<file path="src/rtl/tpu_cfg_bridge.sv">
// tpu_cfg_bridge: carries UART-controller commands to the MLP core, holds a
//   byte-writable shadow/active configuration bank for the activation
//   pipeline, defers MLP starts behind pending commits, and snapshots the
//   accumulator columns each time the MLP reaches its done state.
// Latency: command, state and cycle-count pass-through is combinational.
//   Shadow writes are visible 1 cycle later. A direct start pulse is 1 cycle
//   later. The active bank updates at the first edge where a commit is
//   pending and the MLP is idle.
// Backpressure: a commit issued while the MLP is busy waits with no time
//   limit, and any start is held back until that commit completes
//   (cfg_busy stays high meanwhile). The snapshot is not backpressured: a
//   new capture overwrites an unacknowledged one and sets res_overrun.
// Ports:
//   clk, rst                    clock and asynchronous active-high reset
//   ctrl_* -> mlp_*             controller commands passed through to the MLP
//   cfg_wr_valid/addr/wdata     byte writes into the shadow bank
//   cfg_commit                  request a shadow->active copy
//   cfg_busy, cfg_err           pending status, sticky illegal-address flag
//   mlp_vpu_activation_type ... mlp_q_zero_point   active config registers
//   mlp_state_in/cycle_cnt_in/acc_in   MLP status in
//   mlp_state, mlp_cycle_cnt    status pass-through
//   res_acc/valid/ack/overrun   accumulator snapshot with valid/ack handshake
module tpu_cfg_bridge #(
  parameter int N_COL      = 2,
  parameter int ACC_W      = 32,
  parameter int STATE_W    = 4,
  parameter int IDLE_STATE = 0,
  parameter int DONE_STATE = 6
) (
  input  logic                     clk,
  input  logic                     rst,
  input  logic                     ctrl_wf_push_col0,
  input  logic                     ctrl_wf_push_col1,
  input  logic [7:0]               ctrl_wf_data_in,
  input  logic                     ctrl_wf_reset,
  input  logic                     ctrl_init_act_valid,
  input  logic [15:0]              ctrl_init_act_data,
  input  logic                     ctrl_weights_ready,
  input  logic                     ctrl_start_mlp,
  input  logic                     cfg_wr_valid,
  input  logic [3:0]               cfg_addr,
  input  logic [7:0]               cfg_wdata,
  input  logic                     cfg_commit,
  output logic                     cfg_busy,
  output logic                     cfg_err,
  output logic                     mlp_wf_push_col0,
  output logic                     mlp_wf_push_col1,
  output logic [7:0]               mlp_wf_data_in,
  output logic                     mlp_wf_reset,
  output logic                     mlp_init_act_valid,
  output logic [15:0]              mlp_init_act_data,
  output logic                     mlp_weights_ready,
  output logic                     mlp_start_mlp,
  output logic [2:0]               mlp_vpu_activation_type,
  output logic [15:0]              mlp_norm_gain,
  output logic [31:0]              mlp_norm_bias,
  output logic [4:0]               mlp_norm_shift,
  output logic [15:0]              mlp_q_inv_scale,
  output logic [7:0]               mlp_q_zero_point,
  input  logic [STATE_W-1:0]       mlp_state_in,
  input  logic [4:0]               mlp_cycle_cnt_in,
  input  logic [N_COL*ACC_W-1:0]   mlp_acc_in,
  output logic [STATE_W-1:0]       mlp_state,
  output logic [4:0]               mlp_cycle_cnt,
  output logic [N_COL*ACC_W-1:0]   res_acc,
  output logic                     res_valid,
  input  logic                     res_ack,
  output logic                     res_overrun
);

  localparam logic [STATE_W-1:0] IDLE_S = STATE_W'(IDLE_STATE);
  localparam logic [STATE_W-1:0] DONE_S = STATE_W'(DONE_STATE);

  // Power-on defaults: ReLU, unity gain/scale in Q8, shift of 8.
  localparam logic [2:0]  ACT_RST   = 3'b001;
  localparam logic [15:0] GAIN_RST  = 16'd256;
  localparam logic [31:0] BIAS_RST  = 32'd0;
  localparam logic [4:0]  SHIFT_RST = 5'd8;
  localparam logic [15:0] SCALE_RST = 16'd256;
  localparam logic [7:0]  ZP_RST    = 8'd0;

  // Command and status pass-through.
  assign mlp_wf_push_col0   = ctrl_wf_push_col0;
  assign mlp_wf_push_col1   = ctrl_wf_push_col1;
  assign mlp_wf_data_in     = ctrl_wf_data_in;
  assign mlp_wf_reset       = ctrl_wf_reset;
  assign mlp_init_act_valid = ctrl_init_act_valid;
  assign mlp_init_act_data  = ctrl_init_act_data;
  assign mlp_weights_ready  = ctrl_weights_ready;
  assign mlp_state          = mlp_state_in;
  assign mlp_cycle_cnt      = mlp_cycle_cnt_in;

  // Shadow bank.
  logic [2:0]  sh_act;
  logic [15:0] sh_gain;
  logic [31:0] sh_bias;
  logic [4:0]  sh_shift;
  logic [15:0] sh_scale;
  logic [7:0]  sh_zp;

  logic commit_pend;
  logic start_pend;
  logic [STATE_W-1:0] prev_state;

  logic do_commit;
  logic fire_start;
  logic start_pend_nxt;
  logic capture;

  // The copy happens only while the MLP reports idle.
  assign do_commit = commit_pend && (mlp_state_in == IDLE_S);

  // A start (fresh or held) is launched when no commit is outstanding after
  // this edge. A fresh cfg_commit keeps the start waiting for that commit,
  // so the MLP always starts with the configuration that was asked for.
  always_comb begin
    fire_start     = 1'b0;
    start_pend_nxt = start_pend;
    if ((ctrl_start_mlp || start_pend) && !cfg_commit &&
        (!commit_pend || do_commit)) begin
      fire_start     = 1'b1;
      start_pend_nxt = 1'b0;
    end else if (ctrl_start_mlp) begin
      start_pend_nxt = 1'b1;
    end
  end

  assign cfg_busy = commit_pend | start_pend;

  // Shadow byte writes, little-endian fields; illegal addresses flag an error.
  always_ff @(posedge clk or posedge rst) begin
    if (rst) begin
      sh_act   <= ACT_RST;
      sh_gain  <= GAIN_RST;
      sh_bias  <= BIAS_RST;
      sh_shift <= SHIFT_RST;
      sh_scale <= SCALE_RST;
      sh_zp    <= ZP_RST;
      cfg_err  <= 1'b0;
    end else if (cfg_wr_valid) begin
      case (cfg_addr)
        4'd0:    sh_act          <= cfg_wdata[2:0];
        4'd1:    sh_gain[7:0]    <= cfg_wdata;
        4'd2:    sh_gain[15:8]   <= cfg_wdata;
        4'd3:    sh_bias[7:0]    <= cfg_wdata;
        4'd4:    sh_bias[15:8]   <= cfg_wdata;
        4'd5:    sh_bias[23:16]  <= cfg_wdata;
        4'd6:    sh_bias[31:24]  <= cfg_wdata;
        4'd7:    sh_shift        <= cfg_wdata[4:0];
        4'd8:    sh_scale[7:0]   <= cfg_wdata;
        4'd9:    sh_scale[15:8]  <= cfg_wdata;
        4'd10:   sh_zp           <= cfg_wdata;
        default: cfg_err         <= 1'b1;
      endcase
    end
  end

  // Active bank: copies the shadow as it stood before this edge, so a write
  // landing on the commit edge stays in the shadow for the next commit.
  always_ff @(posedge clk or posedge rst) begin
    if (rst) begin
      mlp_vpu_activation_type <= ACT_RST;
      mlp_norm_gain           <= GAIN_RST;
      mlp_norm_bias           <= BIAS_RST;
      mlp_norm_shift          <= SHIFT_RST;
      mlp_q_inv_scale         <= SCALE_RST;
      mlp_q_zero_point        <= ZP_RST;
    end else if (do_commit) begin
      mlp_vpu_activation_type <= sh_act;
      mlp_norm_gain           <= sh_gain;
      mlp_norm_bias           <= sh_bias;
      mlp_norm_shift          <= sh_shift;
      mlp_q_inv_scale         <= sh_scale;
      mlp_q_zero_point        <= sh_zp;
    end
  end

  // Commit / start sequencing. A new cfg_commit on the copy edge re-arms.
  always_ff @(posedge clk or posedge rst) begin
    if (rst) begin
      commit_pend   <= 1'b0;
      start_pend    <= 1'b0;
      mlp_start_mlp <= 1'b0;
    end else begin
      commit_pend   <= cfg_commit | (commit_pend & ~do_commit);
      start_pend    <= start_pend_nxt;
      mlp_start_mlp <= fire_start;
    end
  end

  // Snapshot on entry into the done state only.
  assign capture = (mlp_state_in == DONE_S) && (prev_state != DONE_S);

  always_ff @(posedge clk or posedge rst) begin
    if (rst) begin
      prev_state  <= IDLE_S;
      res_acc     <= '0;
      res_valid   <= 1'b0;
      res_overrun <= 1'b0;
    end else begin
      prev_state <= mlp_state_in;
      if (capture) begin
        res_acc   <= mlp_acc_in;
        res_valid <= 1'b1;
        // An ack in the same cycle consumes the old snapshot, so no loss.
        if (res_valid && !res_ack) begin
          res_overrun <= 1'b1;
        end
      end else if (res_ack) begin
        res_valid <= 1'b0;
      end
    end
  end

endmodule

</file>
<file path="config.mk">
export PLATFORM = sky130hd
export DESIGN_NAME = tpu_cfg_bridge
export DESIGN_NICKNAME = d
export VERILOG_FILES = /design/src/rtl/tpu_cfg_bridge.sv
export SDC_FILE = /design/constraint.sdc
export NUM_CORES = 1
export LEC_CHECK = 0
export CAP_MARGIN = 0
export CORE_MARGIN = 4
export CORE_UTILIZATION = 35
export DETAILED_ROUTE_END_ITERATION = 10
export GPL_TIMING_DRIVEN = 0
export PLACE_DENSITY_LB_ADDON = 0.08
export SYNTH_ARGS = -nofsm -noshare
export SYNTH_HDL_FRONTEND = slang
export SYNTH_SLANG_ARGS = --single-unit
</file>
<file path="constraint.sdc">
create_clock -name clk -period 10.1 [get_ports clk]
set_input_delay 2.525 -clock clk [delete_from_list [all_inputs] [get_ports clk]]
set_output_delay 2.525 -clock clk [all_outputs]
set_load 0.01 [all_outputs]
</file>
==> impl_metrics.toml <==
[status]
outcome = "finished, final reports clean"

[synth]
yosys_warnings = 0
ys_types = 28
ys_ff_latch = 234
synth_nets = 677
synthesis.instances = 557
syn_area_per_cell_um2 = 16.35
ys_seq_area_frac = 0.6442
syn-cell-area_um2 = 9105

[routing]
dr.first_iter.drc_count = 180
drt-total-wl_um = 22070
wire_per_inst_um = 18.29
num_vias = 5551
first_pass_iters = 3
drc = 0
via_per_inst = 4.599
ant_nets = 0

[floorplan]
pin_count = 307
initial_core_util = 0.3585
die_area_um2 = 28660
die_w_um = 169.3
rows = 58
die_h_um = 169.3
design.core.area_um2 = 25400

[clocking]
cts_setup_buffers = 0
htree_levels = 1
insertion_delay_ns = 0.52
cts_hold_buf = 0
cts.reportedPaths.clkPinSlew_ns = 0.06
cts_buffers = 26
clkSinkCount = 234
ctsResizeCount = 0
clock-root-buffer = "clkbuf_16"
clk_path_buf_depth = 3
cts_tree = "yes"

[pwr]
internal_power_uw = 2317
p_total_uw = 3093
switching_share = 0.2509
leakagePower_uw = 0.005728
p_clk_frac = 0.316
combPwrFrac = 0.257
peakVddDrop_uv = 128.7
power.switching_uw = 775.9
pwr_density_cell_nw_per_um2 = 235.0
power_frac_seq = 0.427

[global_routing]
grt-ovfl-total = 0
grtUsageTotal = 0.1503
grt_pass1_wl_um = 34130
grt_pass1_vias = 6066
grt_max_degree = 134
antenna_found_initial = 1

[layout]
fill_cells = 2151
nets = 976
final_common_cell = "clkdlybuf4s50_1"
fin_area_um2 = 13160
most-common-layout-cells = "270 x clkdlybuf4s50_1, 226 x dfrtp_1, 186 x mux2_2"
utilization = 0.5182
area_growth_pct = 44.55
drive_above_1_share = 0.3470

[critical_path]
crit_start = "mlp_state_in[0]"
worstSetupEndpointType = "primary output"
cp-start-kind = "primary input"
critPathSlowestCell = "clkdlybuf4s50_1"
rrSetupSlack_ns = 8.34
path_class = "primary input to primary output"
required_ns = 7.58
slowest_delay_ns = 0.61
worst_path_most_repeated_cell = "clkdlybuf4s50_1"
r2r-start = "prev_state[1]"
cp_num_buf_inv = 3
rr_worst_depth = 5
crit_family = "buffers and inverters"
crit_chain = "clkdlybuf4s50_1 -> buf_4 -> clkdlybuf4s50_1"
cp.arrival_ns = 3.81
worstPathMaxFanout = 4
r2r-end = "res_acc[0]"

[sta]
tightest_slew_ns = 0.8442
timing.final.crit_share = 0.6274
rsz0062_at_grt = "no"
finalSetupViolations = 0
hold_ws_ns = 0.4674
final.min_clock_period_ns = 6.336
fmax_ghz = 0.1578
fin_skew_ns = 0.01131
slew_violations = 0
worst_slack_ns = 3.764
slew_headroom = 0.4372
hold_viol = 0

[hold_path]
hold_depth = 1
hp-class = "flip-flop to flip-flop"
hold_end = "res_overrun"
worstHoldStart = "res_overrun"

[place]
port_buffers = 270
pre_cts_slack_ns = 3.749
dp_hpwl_um = 15840
dpl_cell_area_um2 = 12260
gp_congestion = 0.7439

[run]
cap_viol_max_count = 0
## final cells by class
| class | count | area [um^2] | area share |
|---|---|---|---|
| sequential | 234 | 5866 | 0.4457 |
| multi-input combinational | 257 | 2746 | 0.2087 |
| timing repair buffer | 271 | 2730 | 0.2074 |
| clock buffer | 37 | 743.2 | 0.05647 |
| buffer | 63 | 481.7 | 0.03660 |
| tap | 330 | 412.9 | 0.03137 |
| clock inverter | 11 | 160.2 | 0.01217 |
| inverter | 3 | 18.77 | 0.001426 |
| antenna | 1 | 2.502 | 0.0001901 |
## stage by stage
stage | setup TNS [ns] | instances
floorplan | 0 | 557
global placement | -325.50 | 1157
detailed placement | 0 | 1158
CTS | 0 | 1206
global route | 0 | 1206
finish | 0 | 1207
## power by group through the flow
stage	clock network, uW	registers [uW]	logic, uW
floorplan	0	1390	253
global placement	0	1330	795
detailed placement	0	1340	812
CTS	1010	1320	816
global route	1050	1350	852
finish	977	1320	796
## cell usage after synthesis
master	number	share of area
buf_6	12	0.015
nor2b_1	1	0.00069
nor3b_1	1	0.00082
mux2_2	186	0.23
nand2_1	4	0.0016
o21a_1	1	0.00082
nand2b_1	5	0.0034
nor2_1	4	0.0016
buf_4	39	0.032
or3_1	1	0.00069
o21bai_1	2	0.0016
buf_1	2	0.00082
mux2_1	38	0.047
nand3b_1	2	0.0016
a21o_1	1	0.00082
nand2_2	1	0.00069
a21oi_1	1	0.00055
buf_2	7	0.0038
nor4_4	1	0.0023
clkbuf_1	3	0.0012
and4bb_1	1	0.0014
nor2_2	4	0.0027
inv_1	3	0.0012
dfstp_2	8	0.023
or2_2	1	0.00069
nor4_2	1	0.0014
a31o_2	1	0.00096
dfrtp_1	226	0.62
## metal layers
metal / up-vias / track usage / share of wire
met1: 2812 / 0.1752 / 0.38
met3: 30 / 0.03867 / 0.078
met4: 0 / 0.03500 / 0.018
li1: 2512 / - / -
met2: 197 / 0.2776 / 0.52
met5: - / 0 / 0
## logic make-up (layout without fill, tap and decap cells)
| family | Yosys count | after routing | share of synthesized area |
|---|---|---|---|
| compound gates | 6 | 6 | 0.004809 |
| buf+inv | 66 | 385 | 0.05414 |
| mux | 224 | 224 | 0.2770 |
| flops | 234 | 234 | 0.6442 |
| other cells | 0 | 1 | 0 |
| simple gates | 27 | 27 | 0.01979 |
## worst register-to-register path, cell delays in order, from the launching register on
cell	delay [ns]
dfrtp_1	0.35
and4bb_1	0.22
nor4_4	0.27
buf_4	0.26
buf_6	0.18
mux2_1	0.34
## registers in the layout, indices dropped and copies added, names as in the netlist, 3 cells and up
name	cells
res_acc	64
mlp_norm_bias	32
sh_bias	32
mlp_norm_gain	16
mlp_q_inv_scale	16
sh_gain	16
sh_scale	16
mlp_q_zero_point	8
sh_zp	8
mlp_norm_shift	5
sh_shift	5
prev_state	4
mlp_vpu_activation_type	3
sh_act	3
## how the worst max path moves through the flow
stage	end	slack (ns)	depth (start not counted)
global route	mlp_state[3]	3.71	3
finish	mlp_state[0]	3.76	3
floorplan	cfg_err	1.17	1
CTS	mlp_state[3]	3.74	3
global placement	sh_scale[10]	-1.45	2
detailed placement	mlp_state[3]	3.75	3
Power figures use the tool's default switching activity.
